<file path="src/rtl/fifo_rx_pkg.sv">
// -----------------------------------------------------------------------------
// fifo_rx_pkg
// Shared definitions for the credit-managed receive FIFO:
//   - default geometry (character width, address width)
//   - default flow-control constants (characters per FCT, credit ceiling)
//   - encoding of the FCT request control FSM
// Imported by fifo_rx_credit_if, fct_credit_ctrl and fifo_rx_credit.
// -----------------------------------------------------------------------------
package fifo_rx_pkg;

  localparam int DEF_DWIDTH     = 9;   // 8 data bits + control flag
  localparam int DEF_AWIDTH     = 6;   // depth = 2**AWIDTH
  localparam int DEF_FCT_CHUNK  = 8;   // characters granted by one FCT
  localparam int DEF_MAX_CREDIT = 56;  // ceiling on outstanding credit

  // IDLE: no request, evaluating whether another FCT fits.
  // REQ : fct_req asserted, waiting for fct_ack.
  // GAP : one cycle after an ack so back-to-back grants cannot happen.
  typedef enum logic [1:0] {
    ST_IDLE = 2'd0,
    ST_REQ  = 2'd1,
    ST_GAP  = 2'd2
  } fct_state_e;

endpackage

</file>
<file path="src/rtl/fifo_rx_credit_if.sv">
// -----------------------------------------------------------------------------
// fifo_rx_credit_if
// Bundles the data path and flow-control signals of fifo_rx_credit.
//   master : the environment (writes characters, reads them, acknowledges FCTs)
//   slave  : the FIFO itself
// Signals:
//   wr_en / data_in          character write strobe and data
//   rd_en                    read request
//   data_out / rd_valid      registered read data and its one-cycle valid pulse
//   f_full / f_empty         occupancy flags
//   counter                  occupancy, 0..2**AWIDTH
//   credit                   characters the link partner may still send
//   fct_req / fct_ack        FCT transmit request (level) and sent pulse
//   overflow_credit_error    sticky credit violation
//   almost_full              only when FIFO_RX_ALMOST_FULL_EN is defined
// -----------------------------------------------------------------------------
interface fifo_rx_credit_if
  import fifo_rx_pkg::*;
#(
  parameter int DWIDTH = DEF_DWIDTH,
  parameter int AWIDTH = DEF_AWIDTH
);

  logic              wr_en;
  logic [DWIDTH-1:0] data_in;
  logic              rd_en;
  logic [DWIDTH-1:0] data_out;
  logic              rd_valid;
  logic              f_full;
  logic              f_empty;
  logic [AWIDTH:0]   counter;
  logic [AWIDTH:0]   credit;
  logic              fct_req;
  logic              fct_ack;
  logic              overflow_credit_error;
`ifdef FIFO_RX_ALMOST_FULL_EN
  logic              almost_full;
`endif

  modport master (
    output wr_en, data_in, rd_en, fct_ack,
    input  data_out, rd_valid, f_full, f_empty, counter, credit, fct_req,
`ifdef FIFO_RX_ALMOST_FULL_EN
    input  almost_full,
`endif
    input  overflow_credit_error
  );

  modport slave (
    input  wr_en, data_in, rd_en, fct_ack,
    output data_out, rd_valid, f_full, f_empty, counter, credit, fct_req,
`ifdef FIFO_RX_ALMOST_FULL_EN
    output almost_full,
`endif
    output overflow_credit_error
  );

endinterface

</file>
<file path="src/rtl/fct_credit_ctrl.sv">
// -----------------------------------------------------------------------------
// fct_credit_ctrl
// Credit accounting and FCT request FSM for the receive FIFO.
// Credit is the number of characters the link partner may still send. Each
// accepted write consumes one; each acknowledged FCT grants FCT_CHUNK. An FCT
// is requested only when the granted characters are guaranteed to fit in FIFO
// space not already promised (uncommitted = depth - counter - credit) and the
// credit ceiling MAX_CREDIT would not be exceeded.
// Ports:
//   clock, reset  rising-edge clock, synchronous active-high reset
//   wr_acc        a write is being accepted this cycle (credit > 0 guaranteed)
//   fct_ack       FCT-sent pulse; ignored unless fct_req is high
//   counter       current FIFO occupancy
//   credit        outstanding credit (registered)
//   fct_req       FCT transmit request (registered FSM output)
// -----------------------------------------------------------------------------
module fct_credit_ctrl
  import fifo_rx_pkg::*;
#(
  parameter int AWIDTH     = DEF_AWIDTH,
  parameter int FCT_CHUNK  = DEF_FCT_CHUNK,
  parameter int MAX_CREDIT = DEF_MAX_CREDIT
) (
  input  logic            clock,
  input  logic            reset,
  input  logic            wr_acc,
  input  logic            fct_ack,
  input  logic [AWIDTH:0] counter,
  output logic [AWIDTH:0] credit,
  output logic            fct_req
);

  localparam int DEPTH = 1 << AWIDTH;

  typedef logic [AWIDTH:0]   cnt_t;
  // One extra bit so depth - counter - credit and credit + FCT_CHUNK never wrap.
  typedef logic [AWIDTH+1:0] wide_t;

  fct_state_e state_q, state_d;
  logic       fct_req_q, fct_req_d;
  cnt_t       credit_q, credit_d;

  wide_t      space;
  wide_t      credit_plus;
  logic       grant_ok;
  logic       ack_acc;

  // NOTE: every signal written in an always_comb gets a default at the top of
  // the block; a path that leaves one unassigned would infer a latch.
  always_comb begin
    space       = wide_t'(DEPTH) - wide_t'(counter) - wide_t'(credit_q);
    credit_plus = wide_t'(credit_q) + wide_t'(FCT_CHUNK);
    grant_ok    = (space >= wide_t'(FCT_CHUNK)) &&
                  (credit_plus <= wide_t'(MAX_CREDIT));
    ack_acc     = fct_ack && fct_req_q;

    // Write and ack in the same cycle fold into one update: +FCT_CHUNK-1.
    credit_d = credit_q;
    if (ack_acc) credit_d = credit_d + cnt_t'(FCT_CHUNK);
    if (wr_acc)  credit_d = credit_d - cnt_t'(1);

    state_d = state_q;
    unique case (state_q)
      ST_IDLE: if (grant_ok) state_d = ST_REQ;
      ST_REQ:  if (fct_ack)  state_d = ST_GAP;
      ST_GAP:  state_d = ST_IDLE;
      default: state_d = ST_IDLE;
    endcase

    // Registered request: high exactly while the FSM sits in REQ.
    fct_req_d = (state_d == ST_REQ);
  end

  // NOTE: sequential state is assigned with <= so every flop samples the
  // pre-edge values regardless of statement order.
  always_ff @(posedge clock) begin
    if (reset) begin
      state_q   <= ST_IDLE;
      fct_req_q <= 1'b0;
      credit_q  <= '0;
    end else begin
      state_q   <= state_d;
      fct_req_q <= fct_req_d;
      credit_q  <= credit_d;
    end
  end

  assign credit  = credit_q;
  assign fct_req = fct_req_q;

endmodule

</file>
<file path="src/rtl/fifo_rx_credit.sv">
// -----------------------------------------------------------------------------
// fifo_rx_credit
// Receive FIFO with credit-based flow control. Characters arrive on wr_en and
// are only accepted while the link partner holds credit; a character sent
// without credit (or into a full FIFO) is dropped and latches the sticky
// overflow_credit_error flag. Reads return registered data one cycle after
// rd_en with a single-cycle rd_valid. Credit accounting and FCT requests live
// in fct_credit_ctrl.
// Ports:
//   clock, reset  rising-edge clock, synchronous active-high reset
//   bus           fifo_rx_credit_if.slave (see interface header)
// Parameters: DWIDTH, AWIDTH, FCT_CHUNK, MAX_CREDIT (FCT_CHUNK..2**AWIDTH),
//   AF_LEVEL (only with FIFO_RX_ALMOST_FULL_EN).
// Optional feature: define FIFO_RX_ALMOST_FULL_EN to add the AF_LEVEL
// parameter and the almost_full output (counter >= AF_LEVEL).
// -----------------------------------------------------------------------------
module fifo_rx_credit
  import fifo_rx_pkg::*;
#(
  parameter int DWIDTH     = DEF_DWIDTH,
  parameter int AWIDTH     = DEF_AWIDTH,
  parameter int FCT_CHUNK  = DEF_FCT_CHUNK,
  parameter int MAX_CREDIT = DEF_MAX_CREDIT
`ifdef FIFO_RX_ALMOST_FULL_EN
  ,
  parameter int AF_LEVEL   = (1 << AWIDTH) - FCT_CHUNK
`endif
) (
  input  logic            clock,
  input  logic            reset,
  fifo_rx_credit_if.slave bus
);

  localparam int DEPTH = 1 << AWIDTH;

  typedef logic [AWIDTH:0]   cnt_t;
  typedef logic [AWIDTH-1:0] ptr_t;
  typedef logic [DWIDTH-1:0] data_t;

  data_t mem [DEPTH];

  ptr_t  wr_ptr_q,   wr_ptr_d;
  ptr_t  rd_ptr_q,   rd_ptr_d;
  cnt_t  counter_q,  counter_d;
  data_t data_out_q, data_out_d;
  logic  rd_valid_q, rd_valid_d;
  logic  err_q,      err_d;

  logic  f_full, f_empty;
  logic  wr_acc, rd_acc;
  cnt_t  credit;
  logic  fct_req;

  assign f_full  = (counter_q == cnt_t'(DEPTH));
  assign f_empty = (counter_q == '0);

  // Credit is the primary gate; f_full is a backstop for a misbehaving partner.
  assign wr_acc  = bus.wr_en && (credit != '0) && !f_full;
  assign rd_acc  = bus.rd_en && !f_empty;

  always_comb begin
    wr_ptr_d   = wr_ptr_q;
    rd_ptr_d   = rd_ptr_q;
    counter_d  = counter_q;
    data_out_d = data_out_q;
    rd_valid_d = rd_acc;
    err_d      = err_q | (bus.wr_en && !wr_acc);

    // Pointers wrap naturally at 2**AWIDTH.
    if (wr_acc) wr_ptr_d = wr_ptr_q + ptr_t'(1);
    if (rd_acc) begin
      rd_ptr_d   = rd_ptr_q + ptr_t'(1);
      data_out_d = mem[rd_ptr_q];
    end

    unique case ({wr_acc, rd_acc})
      2'b10:   counter_d = counter_q + cnt_t'(1);
      2'b01:   counter_d = counter_q - cnt_t'(1);
      default: counter_d = counter_q;
    endcase
  end

  always_ff @(posedge clock) begin
    if (reset) begin
      wr_ptr_q   <= '0;
      rd_ptr_q   <= '0;
      counter_q  <= '0;
      data_out_q <= '0;
      rd_valid_q <= 1'b0;
      err_q      <= 1'b0;
    end else begin
      wr_ptr_q   <= wr_ptr_d;
      rd_ptr_q   <= rd_ptr_d;
      counter_q  <= counter_d;
      data_out_q <= data_out_d;
      rd_valid_q <= rd_valid_d;
      err_q      <= err_d;
    end
  end

  // NOTE: the storage array has no reset; stale contents are unreachable once
  // the pointers and counter are cleared, and a resettable array would not map
  // onto RAM.
  always_ff @(posedge clock) begin
    if (!reset && wr_acc) mem[wr_ptr_q] <= bus.data_in;
  end

  fct_credit_ctrl #(
    .AWIDTH     (AWIDTH),
    .FCT_CHUNK  (FCT_CHUNK),
    .MAX_CREDIT (MAX_CREDIT)
  ) u_fct_credit_ctrl (
    .clock   (clock),
    .reset   (reset),
    .wr_acc  (wr_acc),
    .fct_ack (bus.fct_ack),
    .counter (counter_q),
    .credit  (credit),
    .fct_req (fct_req)
  );

  assign bus.data_out              = data_out_q;
  assign bus.rd_valid              = rd_valid_q;
  assign bus.f_full                = f_full;
  assign bus.f_empty               = f_empty;
  assign bus.counter               = counter_q;
  assign bus.credit                = credit;
  assign bus.fct_req               = fct_req;
  assign bus.overflow_credit_error = err_q;

`ifdef FIFO_RX_ALMOST_FULL_EN
  assign bus.almost_full = (counter_q >= cnt_t'(AF_LEVEL));
`endif

endmodule

</file>
<file path="src/flat_wrapper.sv">
// flat-port wrapper written by rule: the top's interface ports become plain ports
module fifo_rx_credit_flat import fifo_rx_pkg::*;
#(
  parameter int DWIDTH     = DEF_DWIDTH,
  parameter int AWIDTH     = DEF_AWIDTH,
  parameter int FCT_CHUNK  = DEF_FCT_CHUNK,
  parameter int MAX_CREDIT = DEF_MAX_CREDIT

)
  (clock, reset, bus_wr_en, bus_data_in, bus_rd_en, bus_fct_ack, bus_data_out, bus_rd_valid, bus_f_full, bus_f_empty, bus_counter, bus_credit, bus_fct_req, bus_overflow_credit_error);
  fifo_rx_credit_if #(.DWIDTH(DWIDTH), .AWIDTH(AWIDTH)) bus_i ();
  input  logic clock;
  input  logic reset;
  input wire logic [$bits(bus_i.wr_en)-1:0] bus_wr_en;
  input wire logic [$bits(bus_i.data_in)-1:0] bus_data_in;
  input wire logic [$bits(bus_i.rd_en)-1:0] bus_rd_en;
  input wire logic [$bits(bus_i.fct_ack)-1:0] bus_fct_ack;
  output wire logic [$bits(bus_i.data_out)-1:0] bus_data_out;
  output wire logic [$bits(bus_i.rd_valid)-1:0] bus_rd_valid;
  output wire logic [$bits(bus_i.f_full)-1:0] bus_f_full;
  output wire logic [$bits(bus_i.f_empty)-1:0] bus_f_empty;
  output wire logic [$bits(bus_i.counter)-1:0] bus_counter;
  output wire logic [$bits(bus_i.credit)-1:0] bus_credit;
  output wire logic [$bits(bus_i.fct_req)-1:0] bus_fct_req;
  output wire logic [$bits(bus_i.overflow_credit_error)-1:0] bus_overflow_credit_error;
  assign bus_i.wr_en = bus_wr_en;
  assign bus_i.data_in = bus_data_in;
  assign bus_i.rd_en = bus_rd_en;
  assign bus_i.fct_ack = bus_fct_ack;
  assign bus_data_out = bus_i.data_out;
  assign bus_rd_valid = bus_i.rd_valid;
  assign bus_f_full = bus_i.f_full;
  assign bus_f_empty = bus_i.f_empty;
  assign bus_counter = bus_i.counter;
  assign bus_credit = bus_i.credit;
  assign bus_fct_req = bus_i.fct_req;
  assign bus_overflow_credit_error = bus_i.overflow_credit_error;
  fifo_rx_credit #(.DWIDTH(DWIDTH), .AWIDTH(AWIDTH), .FCT_CHUNK(FCT_CHUNK), .MAX_CREDIT(MAX_CREDIT)) u_core (.clock(clock), .reset(reset), .bus(bus_i));
endmodule
</file>
<file path="config.mk">
export PLATFORM = sky130hd
export DESIGN_NAME = fifo_rx_credit_flat
export DESIGN_NICKNAME = d
export VERILOG_FILES = /design/src/rtl/fifo_rx_pkg.sv /design/src/rtl/fifo_rx_credit_if.sv /design/src/rtl/fct_credit_ctrl.sv /design/src/rtl/fifo_rx_credit.sv /design/src/flat_wrapper.sv
export SDC_FILE = /design/constraint.sdc
export NUM_CORES = 1
export LEC_CHECK = 0
export ABC_AREA = 0
export CELL_PAD_IN_SITES_DETAIL_PLACEMENT = 1
export CELL_PAD_IN_SITES_GLOBAL_PLACEMENT = 1
export CORE_AREA = 2 2 306 187
export CTS_BUF_LIST = sky130_fd_sc_hd__clkbuf_4
export DETAILED_ROUTE_END_ITERATION = 10
export DIE_AREA = 0 0 308 189
export GPL_TIMING_DRIVEN = 0
export MAX_ROUTING_LAYER = met4
export PLACE_DENSITY_LB_ADDON = 0.1
export SKIP_CTS_REPAIR_TIMING = 1
export SLEW_MARGIN = 15
export SYNTH_ARGS = -nofsm -noshare
export SYNTH_HDL_FRONTEND = slang
export SYNTH_HIERARCHICAL = 1
export SYNTH_SLANG_ARGS = --single-unit
</file>
<file path="constraint.sdc">
create_clock -name clock -period 9.81 [get_ports clock]
set_clock_uncertainty 0.15 [all_clocks]
set_input_delay 2.4525 -clock clock [delete_from_list [all_inputs] [get_ports clock]]
set_output_delay 2.4525 -clock clock [all_outputs]
set_load 0.1 [all_outputs]
</file>
# Yosys cells after proc, flatten, opt, wreduce, memory -nomap -nowiden

Memory sizes are Yosys's and may differ from the RTL's. A register that Yosys moved wholly into a read port is not among the register bits.
Index checks and enable logic that the tools add are counted.

Order comparisons: 2
Bitwise logic cells: 1
Equality and inequality tests: 5
Multiplexer cells: 8
Reduce and logical (&&, ||, !) cells: 15
Add/subtract/negate cells: 9

Operator list:

| cell                                                                                 | count |
|---|---|
| 7-bit two-way mux                                                                    | 2 |
| 7-bit case mux with 2 select lines                                                   | 1 |
| 7-bit by 1-bit subtractor with 7-bit output (second input constant)                  | 2 |
| 6-bit by 1-bit adder with 6-bit output (second input constant)                       | 2 |
| 7-bit by 4-bit adder with 8-bit output (second input constant)                       | 1 |
| 8-bit by 4-bit greater-or-equal comparator with 1-bit output (second input constant) | 1 |
| 8-bit by 6-bit less-or-equal comparator with 1-bit output (second input constant)    | 1 |
| 7-bit by 7-bit subtractor with 8-bit output (first input constant)                   | 1 |
| 8-bit by 7-bit subtractor with 8-bit output                                          | 1 |
| 7-bit by 1-bit adder with 7-bit output (second input constant)                       | 1 |
| 7-bit by 4-bit adder with 7-bit output (second input constant)                       | 1 |
| 7-bit equality test (second input constant)                                          | 1 |
| 1-bit logical AND                                                                    | 7 |
| 7-bit logical NOT                                                                    | 1 |
| 7-bit nonzero test                                                                   | 1 |
| 2-bit by 1-bit equality test with 1-bit output (second input constant)               | 3 |
| 1-bit logical NOT                                                                    | 4 |
| 2-bit two-way mux                                                                    | 2 |
| 2-bit case mux with 2 select lines                                                   | 1 |
| 2-bit equality test (second input constant)                                          | 1 |
| 2-bit logical NOT                                                                    | 1 |
| 1-bit two-way mux                                                                    | 2 |
| 2-bit nonzero test                                                                   | 1 |
| 1-bit bitwise OR                                                                     | 1 |

Input port bits: 14
Output and inout port bits: 28
Word-level logic and storage cells: 49
Bits in registers: 31
Memory bits (writable): 576
Memories: 1

Memory list:

| memory     | depth | width | rd ports | clocked after Yosys merged registers in | write ports | line                 | text |
|---|---|---|---|---|---|---|---|
| u_core.mem | 64    | 9     | 1        | 1                                       | 1           | fifo_rx_credit.sv:40 | `data_t mem [DEPTH];` |

# Longest topological paths before layout

Gate-level depths: netlist of the first run.

Depth in word-level cells: 7
Depth in mapped cells: 13
Depth with buffers taken out: 13

# Hierarchy

The synthesis of the first run kept the hierarchy.

Modules (own cells, without submodules):

| module          | sequential area each (sq um) | area each (sq um) | cells an instance | instances |
|---|---|---|---|---|
| fifo_rx_credit  | 17,897.2                     | 23,834.1          | 1,252             | 1 |
| fct_credit_ctrl | 200.2                        | 933.4             | 114               | 1 |

# Worst setup path after synthesis of the first run

No wires, ideal clock.

Path type: reg-to-output
Start point: reg u_core.counter_q[1] (netlist: u_core/bus.counter[1])
End point: out bus_f_empty
Path slack: 4.713 ns
Stages on the path, launching flop included: 4
Buffers on the path: 0
Data arrival time: 2.494 ns
Data required time: 7.207 ns
Cells stage by stage: dfxtp_1 nor4_1 nand2_1 nor2_1

Cells in the longest elaborated chain, start to end: 1

RTL lines:

| item                     | line                 | text |
|---|---|---|
| start: declaration       | fifo_rx_credit.sv:44 | `cnt_t counter_q, counter_d;` |
| start signal: assignment | fifo_rx_credit.sv:94 | `counter_q <= counter_d;` |
| 7-bit logical NOT        | fifo_rx_credit.sv:55 | `assign f_empty = (counter_q == '0);` |
| end: declaration         | flat_wrapper.sv:21   | `output wire logic [$bits(bus_i.f_empty)-1:0] bus_f_empty;` |

Every way passes these cells.

# Worst setup path in the final report of the first run

Start point: reg u_core.counter_q[0] (netlist: u_core/bus.counter[0])
End point: out bus_f_empty

The elaborated chain is that of the path after synthesis.

==> results.cfg, run 1 <==
[status]
status = finished clean

[route]
viasPerCell = 5.857
dr.pass1.iters = 5
routed_wl_um = 71660
vias = 14069
drc = 0
ant_nets = 0
drt_iter0_drc = 1411
post_drt_wl_per_cell_um = 29.83

[yosys]
syn_inst = 1366
yosys_most_used_dff = edfxtp_1
yosysSeqAreaShare = 0.7307
syn_area_mm2 = 0.02477
ys_ff_latch = 616
synth_enable_flop_cells = 576
yosysWarnings = 6
syn-num-nets = 1406
yosys.area.top_type = edfxtp_1
yosys.area.top_type_share = 0.6984
synth.avg_cell_area_um2 = 18.13
ys_types = 58
synth_area_leaders = edfxtp_1, mux4_2, mux2i_1
synthArstFlopShare = 0

[worst_hold_path]
hp-start = u_core/bus.overflow_credit_error$_SDFF_PP0_
holdPathStages = 2
hold_path_end = u_core/bus.overflow_credit_error$_SDFF_PP0_
hold_path_class = reg -> reg

[sta]
setup_viol = 0
maxSlewViolCount = 0
relSlewSlack = 0.1854
rsz0062_at_grt = false
max_freq_mhz = 175.1
post-route-period-util = 0.5822
setup_tns_ns = 0
tightest_slew_ns = 1.213
period_needed_ns = 5.711
hold_viol_final = 0

[placement]
gp_congestion = 0.8674
portBuffers = 41
dp.cells = 2136
post-dp-hpwl_um = 46660

[critical_path]
required_ns = 7.21
critPathKind = reg -> out
cp-start-kind = flop
r2r_start = u_core/bus.counter[0]$_SDFFE_PP0P_
reg2reg_to = u_core/bus.counter[6]$_SDFFE_PP0P_
reg2reg_slack_ns = 5.64
end_kind = output port
worstPathArrival_ns = 3.11
reg2reg_depth = 12
path_max_fanout = 6

[clock_tree]
cts_root_buf = clkbuf_4
cts_tree = done
cts_buffer_depth = 3
clk_pin_slew_ns = 0.07
clk_latency_ns = 0.90
clock_sinks = 616
numCtsBuffers = 147
htreeDepth = 4

[finish]
syn_to_final_growth_pct = 13.59
final_common_cell = edfxtp_1
layoutNonFillerInstCount = 2402
mostFrequentLayoutCells = edfxtp_1, clkbuf_4, nor2_1
layout-drive-gt1-share = 0.2344
finish.utilization = 0.5085
fin_nets = 1601

[global_routing]
grt_max_degree = 65
grt_overflow = 0
antenna_found_initial = 3
globalRouteTotalUtil = 0.2588
grt_pass1_vias = 14215
grt_pass1_wl_um = 101600

[floorplan]
row_count = 67
core_mm2 = 0.05533
ios = 42
die_area_mm2 = 0.05821
fp.dieW_um = 308
die_h_um = 189
initial_core_util = 0.4476

[power_and_ir_drop]
vdd_drop_max_uv = 151.6
power_density_mw_per_mm2 = 244.8
power_leakage_nw = 9.131

[flow_run]
maxCapViolations = 0
## cell usage after synthesis, drive strengths merged (5+ instances only)
master  count
o21ai      31
nand3b      5
mux2i     115
a32oi       6
inv        25
nand2      41
mux4      109
dfxtp      40
nand2b      8
xnor2      15
a21o        5
o22ai      23
a22oi       8
ha         24
nor3       16
a211oi      9
nor2b       7
nand3      25
nor2      131
xor2        8
a21oi      16
buf        40
nor4       12
edfxtp    576
o221ai      5
clkbuf     25
## cell families after synthesis
group                    synth area share
buffers and inverters             0.01965
AO/OA/AOI/OAI                     0.02986
adder cells (fa/ha/maj)           0.01374
multiplexers                       0.1476
flip-flops                         0.7307
XOR/XNOR                         0.008134
AND/OR/NAND/NOR                   0.05037
## final cells by class
type,instances,area (µm²)
Clock inverter,42,321.6
Fill cell,5224,27190
Buffer,65,387.9
Clock buffer,218,1637
Inverter,26,98.84
Multi-Input combinational cell,659,6186
Antenna cell,6,15.01
Tap cell,724,905.9
Sequential cell,616,18100
Timing Repair Buffer,46,485.5
## per-stage QoR
stage | cell area (µm²) | setup slack (ns) | power, mW | hold WS, ns
after floorplan | 24770 | 4.713 | 4.186 | 0.3335
after global placement | 26080 | 3.856 | 4.687 | 0.3186
after detailed placement | 26160 | 3.771 | 4.712 | 0.3209
after CTS | 28120 | 4.034 | 6.943 | 0.3386
after global routing | 28130 | 3.911 | 7.196 | 0.3664
final | 28130 | 4.099 | 6.886 | 0.3374
## metal layers
| metal | up-vias | share of wire | global-route usage | routed length (µm) |
|---|---|---|---|---|
| met1 | 7460 | 0.48 | 0.3947 | 34490 |
| met5 | - | 0 | - | 0 |
| met2 | 566 | 0.41 | 0.3336 | 29280 |
| li1 | 5953 | - | - | - |
| met4 | 0 | 0.014 | 0.05797 | 989 |
| met3 | 90 | 0.096 | 0.08361 | 6900 |
## state kept, by name (all words and copies together) (netlist names)
signal / count
u_core/rd_ptr_q: 6
u_core/mem: 576
u_core/bus.counter: 7
u_core/u_fct_credit_ctrl/fct_req: 1
u_core/bus.data_out: 9
u_core/bus.overflow_credit_error: 1
u_core/u_fct_credit_ctrl/credit: 7
u_core/bus.rd_valid: 1
u_core/wr_ptr_q: 6
u_core/u_fct_credit_ctrl/state_q: 2
## power by group
part           internal, mW  switching (mW)  leakage (nW)
Sequential             2.93          0.0777          5.50
Combinational         0.582            1.08          2.46
Clock                  1.17            1.04          1.17
## worst max path at each step
stage / start / to / slack [ns] / depth (start not counted)
2_1_floorplan: u_core/bus.counter[1]$_SDFFE_PP0P_ / bus_f_empty / 4.71 / 3
3_3_place_gp: bus_wr_en / u_core/mem[38][4]$_DFFE_PP_ / 3.86 / 5
3_5_place_dp: bus_wr_en / u_core/mem[38][4]$_DFFE_PP_ / 3.77 / 5
4_1_cts: u_core/bus.counter[0]$_SDFFE_PP0P_ / bus_f_empty / 4.03 / 4
5_1_grt: u_core/bus.counter[0]$_SDFFE_PP0P_ / bus_f_empty / 3.91 / 4
6_report: u_core/bus.counter[0]$_SDFFE_PP0P_ / bus_f_empty / 4.10 / 4
## worst max-delay path, cell delays in order (launching register included)
cell and delay [ns]:
dfxtp_1 0.43, nor4_1 0.40, nand2_1 0.16, nor2_1 0.11, clkdlybuf4s50_1 1.13
No activity file was read; power rests on OpenSTA's default activity.
==> run 2: changes to the inputs <==
==> constraint.sdc (replaced) <==
create_clock -name clock -period 5.85 [get_ports clock]
set_clock_uncertainty 0.15 [all_clocks]
set_input_delay 1.4625 -clock clock [delete_from_list [all_inputs] [get_ports clock]]
set_output_delay 1.4625 -clock clock [all_outputs]
set_load 0.1 [all_outputs]
==> results of run 2 <==
Same layout as run 1 (identical final DEF). Status: finished clean.
Among the figures that moved: setup slack after placement 3.771 ns -> 0.8009 ns; setup slack after layout 4.099 ns -> 1.129 ns; register-to-register setup slack 5.64 ns -> 1.68 ns; total power 6.886 mW -> 11.55 mW; worst IR drop on VDD 151.6 µV -> 254.2 µV
==> run 3: changes to the inputs <==
==> constraint.sdc (replaced) <==
create_clock -name clock -period 4.5 [get_ports clock]
set_clock_uncertainty 0.15 [all_clocks]
set_input_delay 1.125 -clock clock [delete_from_list [all_inputs] [get_ports clock]]
set_output_delay 1.125 -clock clock [all_outputs]
set_load 0.1 [all_outputs]
==> run 3 against run 2 <==
  * First-iteration DRC count rose by 0.43%
  * Clock-buffer cell count did not move
  * Worst setup slack got worse by 0.79 ns
  * Die area unchanged
  * Cell area about the same
  * Largest cell class unchanged
  * Critical endpoint is now u_core/bus.counter[6]$_SDFFE_PP0P_
  * Critical path type is now reg -> reg
  * Combinational power up 30%
  * Sequential share of layout area is essentially flat
  * Register-to-register slack lost 1.3 ns
  * Final cell count unchanged
==> results.cfg, run 3 (synthesis results as in run 1) <==
[status]
status = finished clean

[power_and_ir_drop]
power_frac_clock = 0.322
netSwitchingFraction = 0.3196
vdd_drop_max_uv = 330.4
p_int_mw = 10.22
p_switching_mw = 4.799
p_seq_frac = 0.437
finalPower_mw = 15.01
combPwrFrac = 0.242
power_leakage_nw = 9.158
power_density_mw_per_mm2 = 533.6

[finish]
largest_reg_flops = 576
layout-drive-gt1-share = 0.2344
largest-register = u_core/mem
fin_nets = 1601
syn_to_final_growth_pct = 13.61
final_common_cell = edfxtp_1
mostFrequentLayoutCells = edfxtp_1, clkbuf_4, nor2_1
layoutNonFillerInstCount = 2402
nFillCells = 5224

[clock_tree]
numCtsBuffers = 147
cts_root_buf = clkbuf_4
cts_buffer_depth = 3
clock_sinks = 616
clk_pin_slew_ns = 0.07
htreeDepth = 4
cts_tree = done
clk_latency_ns = 0.90

[critical_path]
path_cells = nor4_1, nand2_1, o21ai_1, inv_2, ha_1, ha_1, nor2b_1, o21ai_1, a21boi_1, or4_1, nand3_1, mux2_1
critPathBufInv = 1
worstPathArrival_ns = 4.76
required_ns = 5.10
cp-start-kind = flop
cpLargestDelayFamily = simple AND/OR/NAND/NOR gates
crit_path_top_delay_cell = o21ai_1
cp_slowest_stage_delay_ns = 0.54
path_max_fanout = 8
critPathKind = reg -> reg
end_kind = flop

[route]
ant_nets = 0
viasPerCell = 5.872
post_drt_wl_per_cell_um = 29.86
drt_iter0_drc = 1417
dr.pass1.iters = 5
vias = 14105
drc = 0
routed_wl_um = 71710

[placement]
dp.cells = 2136
portBuffers = 41
post-dp-hpwl_um = 46660
gp_congestion = 0.8674

[floorplan]
fp.dieW_um = 308
initial_core_util = 0.4476
row_count = 67
die_h_um = 189
core_mm2 = 0.05533
ios = 42
die_area_mm2 = 0.05821

[sta]
relSlewSlack = 0.1762
hold_viol_final = 0
fin_hold_ws_ns = 0.3374
maxSlewViolCount = 0
max_freq_mhz = 240.1
period_needed_ns = 4.164
tightest_slew_ns = 1.226
setup_tns_ns = 0
rsz0062_at_grt = false
setup_viol = 0
post-route-period-util = 0.9254

[worst_hold_path]
hold_path_class = reg -> reg

[global_routing]
grt_pass1_wl_um = 101600
grt_max_degree = 65
antenna_found_initial = 3
grt_pass1_vias = 14215
grt_overflow = 0
globalRouteTotalUtil = 0.2588

[flow_run]
maxCapViolations = 0
==> run 3: through the flow <==
stage	setup WS, ns	util	cell area [µm²]
after floorplan	0.7206	-	24770
after global placement	-0.1269	0.4714	26080
after detailed placement	-0.2116	0.4728	26160
after CTS	0.05134	0.5082	28120
after global routing	0.1553	0.5085	28140
final	0.3356	0.5086	28140
==> run 3: tightest hold or removal path, cell delays in order (launching register included) <==
cell and delay, ns:
dfxtp_1 0.34, a21oi_1 0.05, nor2_1 0.07
==> run 3: worst paths after layout <==
path | depth (start not counted) | slack (ns) | endpoint | startpoint
hold / removal | 2 | 0.34 | u_core/bus.overflow_credit_error$_SDFF_PP0_ | u_core/bus.overflow_credit_error$_SDFF_PP0_
setup / recovery | 12 | 0.34 | u_core/bus.counter[6]$_SDFFE_PP0P_ | u_core/bus.counter[0]$_SDFFE_PP0P_
setup reg to reg | 12 | 0.34 | u_core/bus.counter[6]$_SDFFE_PP0P_ | u_core/bus.counter[0]$_SDFFE_PP0P_
hold reg to reg | 2 | 0.34 | u_core/bus.overflow_credit_error$_SDFF_PP0_ | u_core/bus.overflow_credit_error$_SDFF_PP0_
==> run 3: area by class of cell <==
| cell class | count | area, µm² | share of cell area |
|---|---|---|---|
| flip-flops and latches | 616 | 18100 | 0.6431 |
| multi-input cells | 659 | 6186 | 0.2198 |
| clock buffers | 218 | 1637 | 0.05816 |
| well taps | 724 | 905.9 | 0.03219 |
| repair buffers | 46 | 490.5 | 0.01743 |
| plain buffers | 65 | 387.9 | 0.01378 |
| clock inverters | 42 | 321.6 | 0.01143 |
| inverters | 26 | 98.84 | 0.003513 |
| diodes | 6 | 15.01 | 0.0005336 |
==> run 3: power by group through the flow <==
| stage | logic [mW] | registers [mW] | clock network (mW) |
|---|---|---|---|
| after floorplan | 1.94 | 7.18 | 0 |
| after global placement | 3.52 | 6.70 | 0 |
| after detailed placement | 3.59 | 6.68 | 0 |
| after CTS | 3.61 | 6.56 | 4.97 |
| after global routing | 3.84 | 6.57 | 5.27 |
| final | 3.63 | 6.56 | 4.83 |
==> run 3: routing by layer <==
metal / track usage / vias up / share of wire
met2: 0.3336 / 560 / 0.41
met3: 0.08361 / 96 / 0.096
met5: - / - / 0
li1: - / 5954 / -
met4: 0.05797 / 0 / 0.015
met1: 0.3947 / 7495 / 0.48
